==> src/rtl/dsp_vec_alu_pkg.sv <==
// rtl/dsp_vec_alu_pkg.sv - dsp_pkg: op/state enums, Q16.16 constants, result slice helper
// DSP_VEC_SAT_EN selects clamping in dsp_slice instead of two's-complement wrap.
package dsp_pkg;
   localparam int DSP_LANES     = 8;
   localparam int DSP_DATA_W    = 32;
   localparam int DSP_FRAC_BITS = 16;
   localparam int DSP_LANE_W    = $clog2(DSP_LANES);
   localparam int DSP_ACC_W     = 2*DSP_DATA_W + 3;
   localparam int DSP_HI        = DSP_FRAC_BITS + DSP_DATA_W - 1;

   typedef enum logic [1:0] {OP_ADD = 2'd0, OP_SUB = 2'd1, OP_MUL = 2'd2, OP_DOT = 2'd3} dsp_op_e;
   typedef enum logic [1:0] {IDLE = 2'd0, EXEC = 2'd1, WB = 2'd2} dsp_state_e;

   typedef logic [DSP_DATA_W-1:0]                 dsp_elem_t;
   typedef logic [DSP_LANES-1:0][DSP_DATA_W-1:0]  dsp_vec_t;
   typedef logic [DSP_ACC_W-1:0]                  dsp_wide_t;

   // Input carries FRAC_BITS extra fraction bits; out-of-range upper bits clamp when saturating.
   function automatic dsp_elem_t dsp_slice(input dsp_wide_t v);
`ifdef DSP_VEC_SAT_EN
      if (!v[DSP_ACC_W-1] && (|v[DSP_ACC_W-1:DSP_HI]))
         return {1'b0, {(DSP_DATA_W-1){1'b1}}};
      if (v[DSP_ACC_W-1] && !(&v[DSP_ACC_W-1:DSP_HI]))
         return {1'b1, {(DSP_DATA_W-1){1'b0}}};
`endif
      return v[DSP_HI:DSP_FRAC_BITS];
   endfunction
endpackage

==> src/rtl/dsp_vec_alu_if.sv <==
// rtl/dsp_vec_alu_if.sv - operand read / result write-back bundle between memory side and the ALU
interface dsp_vec_alu_if;
   import dsp_pkg::*;

   logic       start;
   dsp_op_e    op;
   logic [1:0] rd;
   dsp_vec_t   busA;
   dsp_vec_t   busB;
   logic       busy;
   logic       done;
   logic       MemWrite;
   logic [1:0] RW;
   dsp_vec_t   busW;

   modport master (output start, op, rd, busA, busB,
                   input  busy, done, MemWrite, RW, busW);
   modport slave  (input  start, op, rd, busA, busB,
                   output busy, done, MemWrite, RW, busW);
endinterface

==> src/rtl/dsp_lane_alu.sv <==
// rtl/dsp_lane_alu.sv - combinational single-lane add/sub/mul with Q16.16 slice
// Saturation under DSP_VEC_SAT_EN is applied inside dsp_slice.
module dsp_lane_alu
   import dsp_pkg::*;
(
   input  dsp_op_e                  op_i,
   input  dsp_elem_t                a_i,
   input  dsp_elem_t                b_i,
   output dsp_elem_t                res_o,
   output logic [2*DSP_DATA_W-1:0]  prod_o
);
   logic [DSP_DATA_W:0]     sum;
   logic [2*DSP_DATA_W-1:0] prod;
   dsp_wide_t               wide;

   always_comb begin
      prod = {{DSP_DATA_W{a_i[DSP_DATA_W-1]}}, a_i} * {{DSP_DATA_W{b_i[DSP_DATA_W-1]}}, b_i};
      if (op_i == OP_SUB)
         sum = {a_i[DSP_DATA_W-1], a_i} - {b_i[DSP_DATA_W-1], b_i};
      else
         sum = {a_i[DSP_DATA_W-1], a_i} + {b_i[DSP_DATA_W-1], b_i};
      // add/sub results are lifted to the same scaled format as products so one slice serves both
      case (op_i)
         OP_ADD, OP_SUB:
            wide = {{(DSP_ACC_W-DSP_DATA_W-1-DSP_FRAC_BITS){sum[DSP_DATA_W]}}, sum, {DSP_FRAC_BITS{1'b0}}};
         default:
            wide = {{(DSP_ACC_W-2*DSP_DATA_W){prod[2*DSP_DATA_W-1]}}, prod};
      endcase
      res_o = dsp_slice(wide);
   end

   assign prod_o = prod;
endmodule

==> src/rtl/dsp_vec_alu.sv <==
// rtl/dsp_vec_alu.sv - sequential 8-lane Q16.16 vector ALU with single-cycle write-back
// Optional DSP_VEC_SAT_EN build macro saturates results instead of wrapping.
module dsp_vec_alu
   import dsp_pkg::*;
(
   input  logic           clk,
   input  logic           reset,
   dsp_vec_alu_if.slave   bus
);
   dsp_state_e              state_q;
   dsp_op_e                 op_q;
   logic [1:0]              rd_q;
   logic [1:0]              rw_q;
   dsp_vec_t                a_q;
   dsp_vec_t                b_q;
   dsp_vec_t                busw_q;
   logic [DSP_LANE_W-1:0]   lane_q;
   dsp_wide_t               acc_q;
   dsp_wide_t               acc_d;
   logic                    busy_q;
   logic                    done_q;
   logic                    mw_q;
   dsp_elem_t               lane_res;
   logic [2*DSP_DATA_W-1:0] lane_prod;
   dsp_vec_t                dot_vec;

   dsp_lane_alu u_lane (
      .op_i   (op_q),
      .a_i    (a_q[lane_q]),
      .b_i    (b_q[lane_q]),
      .res_o  (lane_res),
      .prod_o (lane_prod)
   );

   always_comb begin
      acc_d      = acc_q + {{(DSP_ACC_W-2*DSP_DATA_W){lane_prod[2*DSP_DATA_W-1]}}, lane_prod};
      dot_vec    = '0;
      dot_vec[0] = dsp_slice(acc_d);
   end

   always_ff @(posedge clk or posedge reset) begin
      if (reset) begin
         state_q <= IDLE;
         op_q    <= OP_ADD;
         rd_q    <= '0;
         rw_q    <= '0;
         a_q     <= '0;
         b_q     <= '0;
         busw_q  <= '0;
         lane_q  <= '0;
         acc_q   <= '0;
         busy_q  <= 1'b0;
         done_q  <= 1'b0;
         mw_q    <= 1'b0;
      end else begin
         done_q <= 1'b0;
         mw_q   <= 1'b0;
         case (state_q)
            IDLE: if (bus.start) begin
               op_q    <= bus.op;
               rd_q    <= bus.rd;
               a_q     <= bus.busA;
               b_q     <= bus.busB;
               acc_q   <= '0;
               lane_q  <= '0;
               busy_q  <= 1'b1;
               state_q <= EXEC;
            end
            EXEC: begin
               if (op_q == OP_DOT)
                  acc_q <= acc_d;
               else
                  busw_q[lane_q] <= lane_res;
               lane_q <= lane_q + DSP_LANE_W'(1);
               // final lane folds straight into the write-back registers
               if (lane_q == DSP_LANE_W'(DSP_LANES-1)) begin
                  state_q <= WB;
                  mw_q    <= 1'b1;
                  done_q  <= 1'b1;
                  rw_q    <= rd_q;
                  if (op_q == OP_DOT)
                     busw_q <= dot_vec;
               end
            end
            WB: begin
               busy_q  <= 1'b0;
               state_q <= IDLE;
            end
            default: state_q <= IDLE;
         endcase
      end
   end

   assign bus.busy     = busy_q;
   assign bus.done     = done_q;
   assign bus.MemWrite = mw_q;
   assign bus.RW       = rw_q;
   assign bus.busW     = busw_q;
endmodule

==> src/flat_wrapper.sv <==
// flat-port wrapper written by rule: the top's interface ports become plain ports
module dsp_vec_alu_flat import dsp_pkg::*;
  (clk, reset, bus_start, bus_op, bus_rd, bus_busA, bus_busB, bus_busy, bus_done, bus_MemWrite, bus_RW, bus_busW);
  dsp_vec_alu_if bus_i ();
  input  logic clk;
  input  logic reset;
  input wire logic [$bits(bus_i.start)-1:0] bus_start;
  input wire logic [$bits(bus_i.op)-1:0] bus_op;
  input wire logic [$bits(bus_i.rd)-1:0] bus_rd;
  input wire logic [$bits(bus_i.busA)-1:0] bus_busA;
  input wire logic [$bits(bus_i.busB)-1:0] bus_busB;
  output wire logic [$bits(bus_i.busy)-1:0] bus_busy;
  output wire logic [$bits(bus_i.done)-1:0] bus_done;
  output wire logic [$bits(bus_i.MemWrite)-1:0] bus_MemWrite;
  output wire logic [$bits(bus_i.RW)-1:0] bus_RW;
  output wire logic [$bits(bus_i.busW)-1:0] bus_busW;
  assign bus_i.start = bus_start;
  assign bus_i.op = bus_op;
  assign bus_i.rd = bus_rd;
  assign bus_i.busA = bus_busA;
  assign bus_i.busB = bus_busB;
  assign bus_busy = bus_i.busy;
  assign bus_done = bus_i.done;
  assign bus_MemWrite = bus_i.MemWrite;
  assign bus_RW = bus_i.RW;
  assign bus_busW = bus_i.busW;
  dsp_vec_alu u_core (.clk(clk), .reset(reset), .bus(bus_i));
endmodule
==> config.mk <==
export PLATFORM = sky130hd
export DESIGN_NAME = dsp_vec_alu_flat
export DESIGN_NICKNAME = d
export VERILOG_FILES = /design/src/rtl/dsp_vec_alu_pkg.sv /design/src/rtl/dsp_vec_alu_if.sv /design/src/rtl/dsp_lane_alu.sv /design/src/rtl/dsp_vec_alu.sv /design/src/flat_wrapper.sv
export SDC_FILE = /design/constraint.sdc
export NUM_CORES = 2
export LEC_CHECK = 0
export ABC_CLOCK_PERIOD_IN_PS = 28600
export BUFFER_PORTS_ARGS = -buffer_cell sky130_fd_sc_hd__buf_2
export CAP_MARGIN = 20
export CORE_MARGIN = 10
export CORE_UTILIZATION = 53
export DETAILED_ROUTE_END_ITERATION = 6
export MAX_ROUTING_LAYER = met4
export PLACE_DENSITY = 0.73
export RECOVER_POWER = 50
export SLEW_MARGIN = 20
export SYNTH_ARGS = -nofsm -noshare
export SYNTH_HDL_FRONTEND = slang
export SYNTH_HIERARCHICAL = 1
export SYNTH_SLANG_ARGS = --single-unit
==> constraint.sdc <==
create_clock -name clk -period 28.6 [get_ports clk]
set_input_delay 1.43 -clock clk [delete_from_list [all_inputs] [get_ports clk]]
set_output_delay 1.43 -clock clk [all_outputs]
set_load 0.03 [all_outputs]
==> Yosys cells after proc, flatten, opt, wreduce, memory -nomap -nowiden <==
Index checks and enable logic that the tools add are counted.
{ "word_totals": {"n_memories": 0, "mem_bits_ro": 0, "in_bits": 519, "latch_bits": 0, "wordCells": 83, "ff_bits": 848, "ram_bits": 0} }
{ "classes": {"order_cmp": 2, "n_eq_ne": 8, "addsub": 4, "div_mod_pow": 0, "n_mux": 24, "mul": 1, "reduce_logical": 12, "shift": 0, "bitwise": 0} }
{ "op_table": {"columns": ["cell", "count"], "rows": [
  ["two-way mux 256 bit", 3],
  ["bitwise mux 256 bit", 1],
  ["binary-select mux 32 bit (select 3 bit)", 2],
  ["two-way mux 67 bit", 2],
  ["case mux 67 bit (2 select lines)", 1],
  ["two-way mux 32 bit", 4],
  ["demux 32 bit (select 3 bit)", 1],
  ["adder 67 bit", 1],
  ["multiplier 32 x 32 -> 64 bit", 1],
  ["two-way mux 48 bit", 1],
  ["adder 32 bit", 1],
  ["subtractor 32 bit", 1],
  ["AND reduction 2 bit", 5],
  ["case mux 3 bit (2 select lines)", 1],
  ["== test 2 x 1 -> 1 bit, second input constant", 2],
  ["== test 2 bit, second input constant", 2],
  ["zero test 2 bit", 2],
  ["< comparator 3 x 4 -> 1 bit, second input constant", 1],
  ["two-way mux 2 bit", 2],
  ["inequality test 2 x 1 -> 1 bit, second input constant", 2],
  ["case mux 2 bit (2 select lines)", 1],
  ["nonzero test 2 bit", 2],
  ["adder 3 x 1 -> 3 bit, second input constant", 1],
  ["== test 3 bit, second input constant", 1],
  ["8 further kinds", 10]
]} }

==> Depth between registers and ports, before layout <==
{ "logic_depth": {"depth_word": 9, "depth_mapped": 46, "depth_no_buf": 40} }

==> By module <==
The synthesis kept the hierarchy.
{ "modules_own_cells": {"columns": ["module", "seq_area_each_um2", "cells_per_inst", "area_each_um2", "n_inst"], "rows": [
  ["dsp_lane_alu", 0.0, 4266, 38758.4, 1],
  ["dsp_vec_alu", 20744.9, 4263, 36882.9, 1]
]} }

==> Worst setup path after synthesis <==
No wires, ideal clock.
{ "synth_timing": {"path_type": "register to register", "startpoint": "reg u_core.lane_q[0]", "endpoint": "reg u_core.acc_q[46]", "setup_ps": 121, "path_buffers": 6, "synth_period_minus_slack_ps": 10349, "stages_incl_launch_ff": 43, "setup_slack_ps": 18251, "arrival_time_ps": 10228, "cell_sequence": "dfrtp_1 > clkbuf_1 > nor3b_1 > clkbuf_1 > clkbuf_1 > a22oi_1 > nand4_1 > clkbuf_1 > clkbuf_1 > nand2_1 > fa_1 > inv_1 > fa_1 > fa_1 > inv_1 > fa_1 > inv_1 > fa_1 > [7 not listed] > a311oi_1 > a21boi_0 > o21ai_0 > a21oi_1 > nor3b_1 > o21bai_1 > xnor2_1 > ha_1 > clkbuf_1 > nand4_1 > nor2_1 > nand3_1 > o21ai_0 > a21o_1 > o21ai_2 > o31a_1 > xnor2_1 > a22o_1"} }
{ "synth_between": {"elab_chain_cells": 6} }
{ "synth_lines": {"columns": ["item", "line", "rtl"], "rows": [
  ["start: declaration", "dsp_vec_alu.sv:17", "logic [DSP_LANE_W-1:0] lane_q;"],
  ["start signal: assignment", "dsp_vec_alu.sv:74", "lane_q <= lane_q + DSP_LANE_W'(1);"],
  ["binary-select mux 32 bit (select 3 bit) (on tied branches)", "dsp_vec_alu.sv:29, dsp_vec_alu.sv:30", null],
  ["two-way mux 32 bit (on tied branches)", "dsp_vec_alu.sv:29, dsp_vec_alu.sv:30", null],
  ["multiplier 32 x 32 -> 64 bit *", "dsp_lane_alu.sv:17", "prod = {{DSP_DATA_W{a_i[DSP_DATA_W-1]}}, a_i} * {{DSP_DATA_W{b_i[DSP_DATA_W-1]}}, b_i};"],
  ["named net u_core.lane_prod[25]", "dsp_vec_alu.sv:24", "logic [2*DSP_DATA_W-1:0] lane_prod;"],
  ["adder 67 bit *", "dsp_vec_alu.sv:36", "acc_d = acc_q + {{(DSP_ACC_W-2*DSP_DATA_W){lane_prod[2*DSP_DATA_W-1]}}, lane_prod};"],
  ["two-way mux 67 bit *", "dsp_vec_alu.sv:70", "if (op_q == OP_DOT)"],
  ["case mux 67 bit (2 select lines) *", "dsp_vec_alu.sv:58", "case (state_q)"],
  ["end signal: assignment", "dsp_vec_alu.sv:51", "acc_q <= '0;"],
  ["end signal: assignment", "dsp_vec_alu.sv:64", "acc_q <= '0;"],
  ["end signal: assignment", "dsp_vec_alu.sv:71", "acc_q <= acc_d;"],
  ["end: declaration", "dsp_vec_alu.sv:18", "dsp_wide_t acc_q;"]
]} }
The timed path passes the listed nets; every way through them passes the cells marked *. The select of a mux whose other input is x is not followed.
A chain may end at the register's enable or synchronous reset.

==> flow_summary.yaml <==
place:
  dp_slack_ns: 16.53
  portBuffers: 779
  hpwl_um: 180000
  gp_congestion: 1.00
  postPlaceCellArea_um2: 73900
clock_network:
  numClockSinks: 829
  clockRootBuffer: "clkbuf_16"
  numCtsBuffers: 87
  clkTransAtPathRegs_ns: 0.06
  worst_skew_pair.late_latency_ns: 0.73
  postCtsSetupBuffers: 0
  h-tree-depth: 3
  ctsResizeCount: 0
  cts_tree: "built"
  postCtsHoldBufs: 0
  cts_buffer_depth: 3
global_route:
  use_met1: 0.430
  gr-max-usage-layer: "met2"
  grtUsageMet3: 0.0746
  grt_max_degree: 237
  overflow: 0
  grt_pass1_wl_um: 368000
  grt_pass1_vias: 60700
  antenna_found_initial: 15
  grt_use_total: 0.338
  use_met2: 0.509
timing:
  finalHoldViolCount: 0
  setup_ws_ns: 13.32
  tightest_slew_ns: 10.41
  max_slew_margin: -5.94
  tns_ns: 0
  finalMaxSlewViolations: 938
  skew_ns: 0.0576
  period_needed_ns: 15.28
  finalCritPeriodShare: 0.534
  setup_viol: 0
  fmax_mhz: 65.5
  rsz0062_at_grt: "false"
setup_path:
  cp.arrival_ns: 13.79
  end_kind: "asynchronous set/reset pin"
  startpoint_type: "input port"
  crit_type: "input port to asynchronous set/reset pin"
  critPathRequiredTime_ns: 27.11
  cp_max_fo: 180
drt:
  drt_drc_violations_left: 0
  via_count: 58400
  dr.first_iter.drc_count: 6034
  wire_per_inst_um: 23.9
  postRouteAntennaNets: 0
  dr.pass1.iters: 6
  via_per_inst: 5.77
  finalWirelength_um: 241000
floorplanning:
  dieArea_um2: 144000
  start_util: 0.532
  pin_count: 780
  die_w_um: 380
  std_cell_rows: 132
  chipHeight_um: 380
  core_area_um2: 129000
yosys:
  syn-num-nets: 9460
  yosys_warnings: 6
  synth_area_um2: 68700
  syn_area_per_cell_um2: 8.78
  synth_cells: 7829
hold_path:
  hold_class: "flop to flop"
flow_run:
  cap_violations: 10
status:
  failed_checks: "capacitance limit, slew limit"
  status: "finished, violations left"
layout:
  layout.nets: 9924
  area_growth_pct: 11.5
  stdcell_area_um2: 76600
  drive_gt1_frac: 0.102
  final_core_util: 0.593
## final timing paths
check	cells after the start	slack, ns	endpoint	start
max reg2reg	8	15.89	u_core/a_q[146]$_DFFE_PP0P_	u_core/state_q[0]$_DFFE_PP0P_
min in group asynchronous	2	2.47	u_core/bus.busW[100]$_DFFE_PP0P_	reset
min reg2reg	2	0.47	u_core/a_q[23]$_DFFE_PP0P_	u_core/a_q[23]$_DFFE_PP0P_
max in group clk	8	15.55	u_core/a_q[146]$_DFFE_PP0P_	bus_start
min	2	0.47	u_core/a_q[23]$_DFFE_PP0P_	u_core/a_q[23]$_DFFE_PP0P_
max	4	13.32	u_core/a_q[231]$_DFFE_PP0P_	reset
## layer usage
layer  vias to the layer above  wire [µm]
li1                      25300          -
met1                     29200      94200
met2                      3277     109000
met3                       670      23300
met4                         0      14800
met5                         -          0
## cell type report
type | count | area (µm²)
Fill cell | 11400 | 52500
Multi-Input combinational cell | 5634 | 42900
Sequential cell | 829 | 20700
Timing Repair Buffer | 923 | 4650
Inverter | 818 | 3070
Clock buffer | 127 | 2540
Tap cell | 1742 | 2180
Clock inverter | 33 | 534
Antenna cell | 14 | 35.0
## metrics by stage
stage / instances / hold slack, ns
global placement: 9945 / 0.458
finish: 10100 / 0.473
floorplan: 7829 / 0.440
CTS: 10100 / 0.477
detailed placement: 9945 / 0.463
global route: 10100 / 0.491
## sequential cells by signal, summed over array words and instances, names as in the netlist
register / cells
u_core/acc_q: 48
u_core/rd_q: 2
u_core/bus.busW: 256
u_core/bus.MemWrite: 1
u_core/op_q: 2
u_core/bus.busy: 1
u_core/state_q: 2
u_core/bus.RW: 2
u_core/lane_q: 3
u_core/a_q: 256
u_core/b_q: 256
## critical path: stages
cell and delay, ns:
buf_2 0.10, clkinvlp_2 3.12, clkbuf_1 2.26, clkbuf_1 6.45
## layout by cell type (no fill, tap or decap), types with 28 or more instances in the layout
master	n
nand2_1	2540
clkbuf_16	88
buf_2	517
a22o_1	34
ha_1	250
o21a_1	28
a22oi_1	256
and2_1	495
a21oi_1	380
inv_1	817
a21o_1	50
xnor2_1	76
clkbuf_1	292
fa_1	862
dfrtp_1	829
xor2_1	63
nor2_1	112
nand4_1	79
buf_4	132
o21ai_0	93
Power is left out: the tool's default activity adds up to more than one toggle a clock period on the data nets, which glitch-free logic cannot reach.
